===== config.mk =====
export PLATFORM = sky130hd
export DESIGN_NAME = credit_stream_sender
export DESIGN_NICKNAME = d
export VERILOG_FILES = /design/src/rtl/credit_stream_sender_counter.sv /design/src/rtl/credit_stream_sender.sv
export SDC_FILE = /design/constraint.sdc
export NUM_CORES = 1
export LEC_CHECK = 0
export BUFFER_PORTS_ARGS = -buffer_cell sky130_fd_sc_hd__buf_2
export CAP_MARGIN = 20
export CELL_PAD_IN_SITES_DETAIL_PLACEMENT = 2
export CELL_PAD_IN_SITES_GLOBAL_PLACEMENT = 2
export CORE_ASPECT_RATIO = 1.1
export CORE_UTILIZATION = 25
export DETAILED_ROUTE_END_ITERATION = 12
export PLACE_DENSITY = 0.81
export SYNTH_ARGS = -nofsm -noshare
export SYNTH_HDL_FRONTEND = slang
export SYNTH_SLANG_ARGS = --single-unit

===== constraint.sdc =====
create_clock -name clk -period 1.3 [get_ports clk]
set_input_delay 0 -clock clk [delete_from_list [all_inputs] [get_ports clk]]
set_output_delay 0 -clock clk [all_outputs]
set_load 0.01 [all_outputs]

===== src/rtl/credit_stream_sender_counter.sv =====
// credit_stream_sender_counter: saturating up/down credit counter with empty and overflow flags.
module credit_stream_sender_counter #(
    parameter int p_max   = 2,
    parameter int p_width = $clog2(p_max + 1)
) (
    input  logic               clk,
    input  logic               reset,
    input  logic               decrement,
    input  logic               increment,
    output logic [p_width-1:0] count,
    output logic               zero,
    output logic               overflow
);
    logic full;
    assign full     = count == p_width'(p_max);
    assign zero     = count == '0;
    assign overflow = increment && !decrement && full;
    always_ff @(posedge clk) begin
        if (reset)
            count <= p_width'(p_max);
        else if (decrement && !increment && !zero)
            count <= count - 1'b1;
        else if (increment && !decrement && !full)
            count <= count + 1'b1;
    end
endmodule


===== src/rtl/credit_stream_sender.sv =====
// credit_stream_sender: forwards a val/rdy stream over a valid-only link,
// gated by credits returned from a fixed-depth remote queue.
module credit_stream_sender #(
    parameter int p_msg_nbits   = 32,
    parameter int p_num_credits = 2
) (
    input  logic                                 clk,
    input  logic                                 reset,
    input  logic                                 istream_val,
    output logic                                 istream_rdy,
    input  logic [p_msg_nbits-1:0]               istream_msg,
    output logic                                 ostream_val,
    output logic [p_msg_nbits-1:0]               ostream_msg,
    input  logic                                 credit_return,
    output logic [$clog2(p_num_credits+1)-1:0]   num_credits,
    output logic                                 credit_err
);
    localparam int c_w = $clog2(p_num_credits + 1);
    logic fire, zero, overflow;
    assign fire        = istream_val && istream_rdy;
    assign istream_rdy = !zero;
    credit_stream_sender_counter #(.p_max(p_num_credits), .p_width(c_w)) u_counter (
        .clk       (clk),
        .reset     (reset),
        .decrement (fire),
        .increment (credit_return),
        .count     (num_credits),
        .zero      (zero),
        .overflow  (overflow)
    );
    always_ff @(posedge clk) begin
        if (reset) begin
            ostream_val <= 1'b0;
            ostream_msg <= '0;
            credit_err  <= 1'b0;
        end else begin
            ostream_val <= fire;
            if (fire)
                ostream_msg <= istream_msg;
            if (overflow)
                credit_err <= 1'b1;
        end
    end
    a_count_bound: assert property (@(posedge clk) disable iff (reset) num_credits <= c_w'(p_num_credits));
endmodule


==> summary.md <==
Setup repair after global routing left no endpoint under its margin. IR analysis of the VDD net gives a maximum drop of 0.386 mV. Max-cap violation count: 0.

Setup violations remaining at the end of the flow were counted as 0. Measured in cells, the most critical reg-to-reg path has a length of 3. Each instance of the synthesized netlist takes up on average 9.14 µm².

The most critical setup path has its startpoint at u_counter.count[1]. For the count of distinct cell types in the synthesized netlist, the log shows 20. The beginning of the worst register-to-register path was u_counter.count[0]. In this run the static leakage power is 0.00101 µW. In the layout the commonest cells are sky130_fd_sc_hd__buf_2, sky130_fd_sc_hd__nand2_1, sky130_fd_sc_hd__dfxtp_1, sky130_fd_sc_hd__dlygate4sd3_1, sky130_fd_sc_hd__a21oi_2.

The tools report the root cell of the clock tree as sky130_fd_sc_hd__clkbuf_8. In this run the worst setup path terminates at istream_rdy. Measured along the x axis, the die boundary spans 75.4 µm. Counting every net in the synthesized netlist gives 198.

The number of storage elements in the synthesis netlist came out at 36. The critical path in this run is classified as reg2out. Cells fill 40.0% of the core in the end. The wire-length estimate of the detail-placed layout is 2910 µm. For the length of the first detailed-routing pass in iterations, the log shows 4. Synthesis handed over a netlist of 162 instances. At the pin with the least slew margin, the transition time is 0.366 ns.

Routability-driven placement finished with a final weighted congestion of 0.653. The placement row count was 29; the clock transition at the register clock pins on the worst setup and hold paths after CTS was 0.07 ns. The number of synthesized flops with an enable pin is 0, and the internal reg-to-reg setup slack is 0.14 ns. After layout, the worst path uses 95.7% of the clock period.

For the worst-case headroom to the max-slew limit, the log shows 75.6%. The endpoint identified for the worst register-to-register timing path is ostream_msg[18]. The post-route clock skew was 0.00442 ns.

In this run the worst hold path is classified as in2reg. The clock passes through at most 2 buffers. Clock tree synthesis found a total of 36 sinks.

In this run the post-CTS setup repair buffer count came out at 0. In this run the power density over the cells is 1150 nW/µm². For this run, the total global-route usage over all layers was measured as 15.9%.

In this run the number of H-tree levels came out at 2. At the worst endpoint, the required time is 1.30 ns. The die covers 6230 µm². In this run, the number of DRC markers left after iteration 0 of detailed routing was 34. The netlist area before placement is 1480 µm², and the area overhead of the layout relative to synthesis is 55.0%. Fill cells in the final layout number 676. The post-route netlist has 47.2% of its cells at a drive strength greater than 1. In this run the vertical extent of the chip is 82.7 µm. The first global-routing pass estimated 7280 µm of wire.

The worst setup path is captured at an output port. Setup slack closes at 0.0555 ns. For this configuration, the core starts out at a cell density of 25.8%. TritonCTS built the clock tree.

Standard cell with the maximum stage delay on the critical path: sky130_fd_sc_hd__dfxtp_2. The completed layout was analyzed and its total power is 2630 µW. The run gives 0 as the number of endpoints with negative hold slack in the final report. For the net count of the finished layout, the log shows 303. The flow ran to the end, and the final reports show no timing, DRC or antenna violations. The tools report the final number of max-transition violations as 0. In this run the worst path has a maximum fanout of 8. The total core area is 5730 µm², and the share of flip-flops with an asynchronous set or reset is 0%. The detailed-route vias per instance is 4.36, and the number of placed I/O pins is 73. The tools report the sequential cell area fraction in the yosys report as 48.7%. Timing would allow up to 804 MHz. The most frequent standard cell in the layout excluding fill and tap cells is sky130_fd_sc_hd__buf_2.

Total detailed-routing wirelength: 4770 µm. For the number of antenna violations at the first check in global routing, the log shows 0. The count of synthesis-stage warnings from yosys is 0. In the final routed layout, each cell accounts on average for 13.9 µm. The minimum setup slack after placement was -0.00150 ns. The logs give 0 for the remaining global-route overflow and 723 µm² for the register area. The number of design rule violations left after detail routing is 0. Counting the buffers created by CTS gives 5. The count of cells in the finished layout, fillers not included, comes to 344.

In this run the tool buffered the top-level ports with 72 buffer cells. Most instantiated flip-flop cell in the synthesis netlist: sky130_fd_sc_hd__dfxtp_1. On the worst path, the slowest cell contributes a delay of 0.35 ns. The largest net degree at the start of global routing was 33.

Walking the worst path, the cells encountered are buf_4, or2_2, buf_2. STA puts the critical path data arrival time at 1.24 ns. For the number of global-route vias before repair, the log shows 1,589. Counting tap cells, the placed design contains a total of 304 instances. For the antenna diode count, the log shows 0. Latest clock arrival within the worst-skew pair: 0.28 ns. In this run the remaining antenna-violating nets after routing total 0. Summing all multi-input logic gate instances after layout gives 649 µm². The minimum clock period after layout was 1.24 ns. The final route contains 1,501 vias. The nature of the critical path startpoint was a flip-flop.
[layout make-up]
type / count / area share, %
repair buffers: 110 / 32.3
flip-flops and latches: 36 / 31.5
multi-input cells: 113 / 28.3
well taps: 77 / 4.20
clock buffers: 5 / 3.00
clock inverters: 2 / 0.545
inverters: 1 / 0.164
[where the power goes]
part	switching (µW)	internal, µW
sequential	62.3	1190
clock	400	363
combinational	326	289
[critical path, delay by kind of cell (launching register included)]
family / cells / cell delay (ns)
buf+inv: 2 / 0.30
flops: 1 / 0.35
simple gates: 1 / 0.30
[state kept, by name, indices dropped and copies added (netlist names)]
register         flops
u_counter.count      2
ostream_val          1
credit_err           1
ostream_msg         32
[worst min path at each step]
stage / startpoint / to / slack, ns / depth (start not counted)
global route: credit_return / u_counter.count[0] / 0.19 / 4
floorplan: istream_msg[10] / ostream_msg[10] / 0.14 / 2
global placement: reset / ostream_msg[11] / 0.23 / 2
CTS: credit_return / u_counter.count[0] / 0.15 / 4
finish: credit_return / u_counter.count[0] / 0.16 / 4
detailed placement: reset / ostream_msg[11] / 0.25 / 2
[metrics by stage]
| step | cell area (µm²) | TNS, ns | hold WS, ns |
|---|---|---|---|
| after floorplan | 1480 | 0 | 0.136 |
| after global placement | 1880 | 0 | 0.233 |
| after detailed placement | 1880 | -0.00150 | 0.246 |
| after CTS | 2290 | 0 | 0.152 |
| after global routing | 2290 | 0 | 0.189 |
| final | 2290 | 0 | 0.160 |
[kinds of logic (layout without fill, tap and decap cells)]
logic type                count (synthesis)  in the layout  synth area share (%)
xor gates and xnor gates                  1              1                 0.592
AOI/OAI and AO/OA                        40             40                  22.7
buffers and inverters                    13            118                  7.44
DFF                                      36             36                  48.7
and+or+nand+nor                          71             71                  19.9
muxes                                     1              1                 0.676
[Yosys cell counts, types with 3 or more instances]
cell	count	share of area, %
sky130_fd_sc_hd__dfxtp_1	36	49
sky130_fd_sc_hd__nand2_1	57	14
sky130_fd_sc_hd__a21oi_2	29	17
sky130_fd_sc_hd__a21oi_1	6	2.0
sky130_fd_sc_hd__buf_6	7	5.3
sky130_fd_sc_hd__nor2_1	3	0.76
sky130_fd_sc_hd__nand2_2	8	3.4
sky130_fd_sc_hd__buf_2	4	1.4
[layer usage]
layer  vias up  track usage, %  share of wire, %
met5         -               0                 0
li1        725               -                 -
met1       726            16.6                39
met2        45            31.0                56
met4         0            5.00              0.78
met3         5            3.28               3.9
[timing repair]
item | in CTS | in global routing
hold buffers | 33 | 0
hold endpoints to repair | 32 | 0
endpoints found under the setup margin | 3 | 1
gates resized for setup | 1 | 1
(Power assumes the default switching activity.)
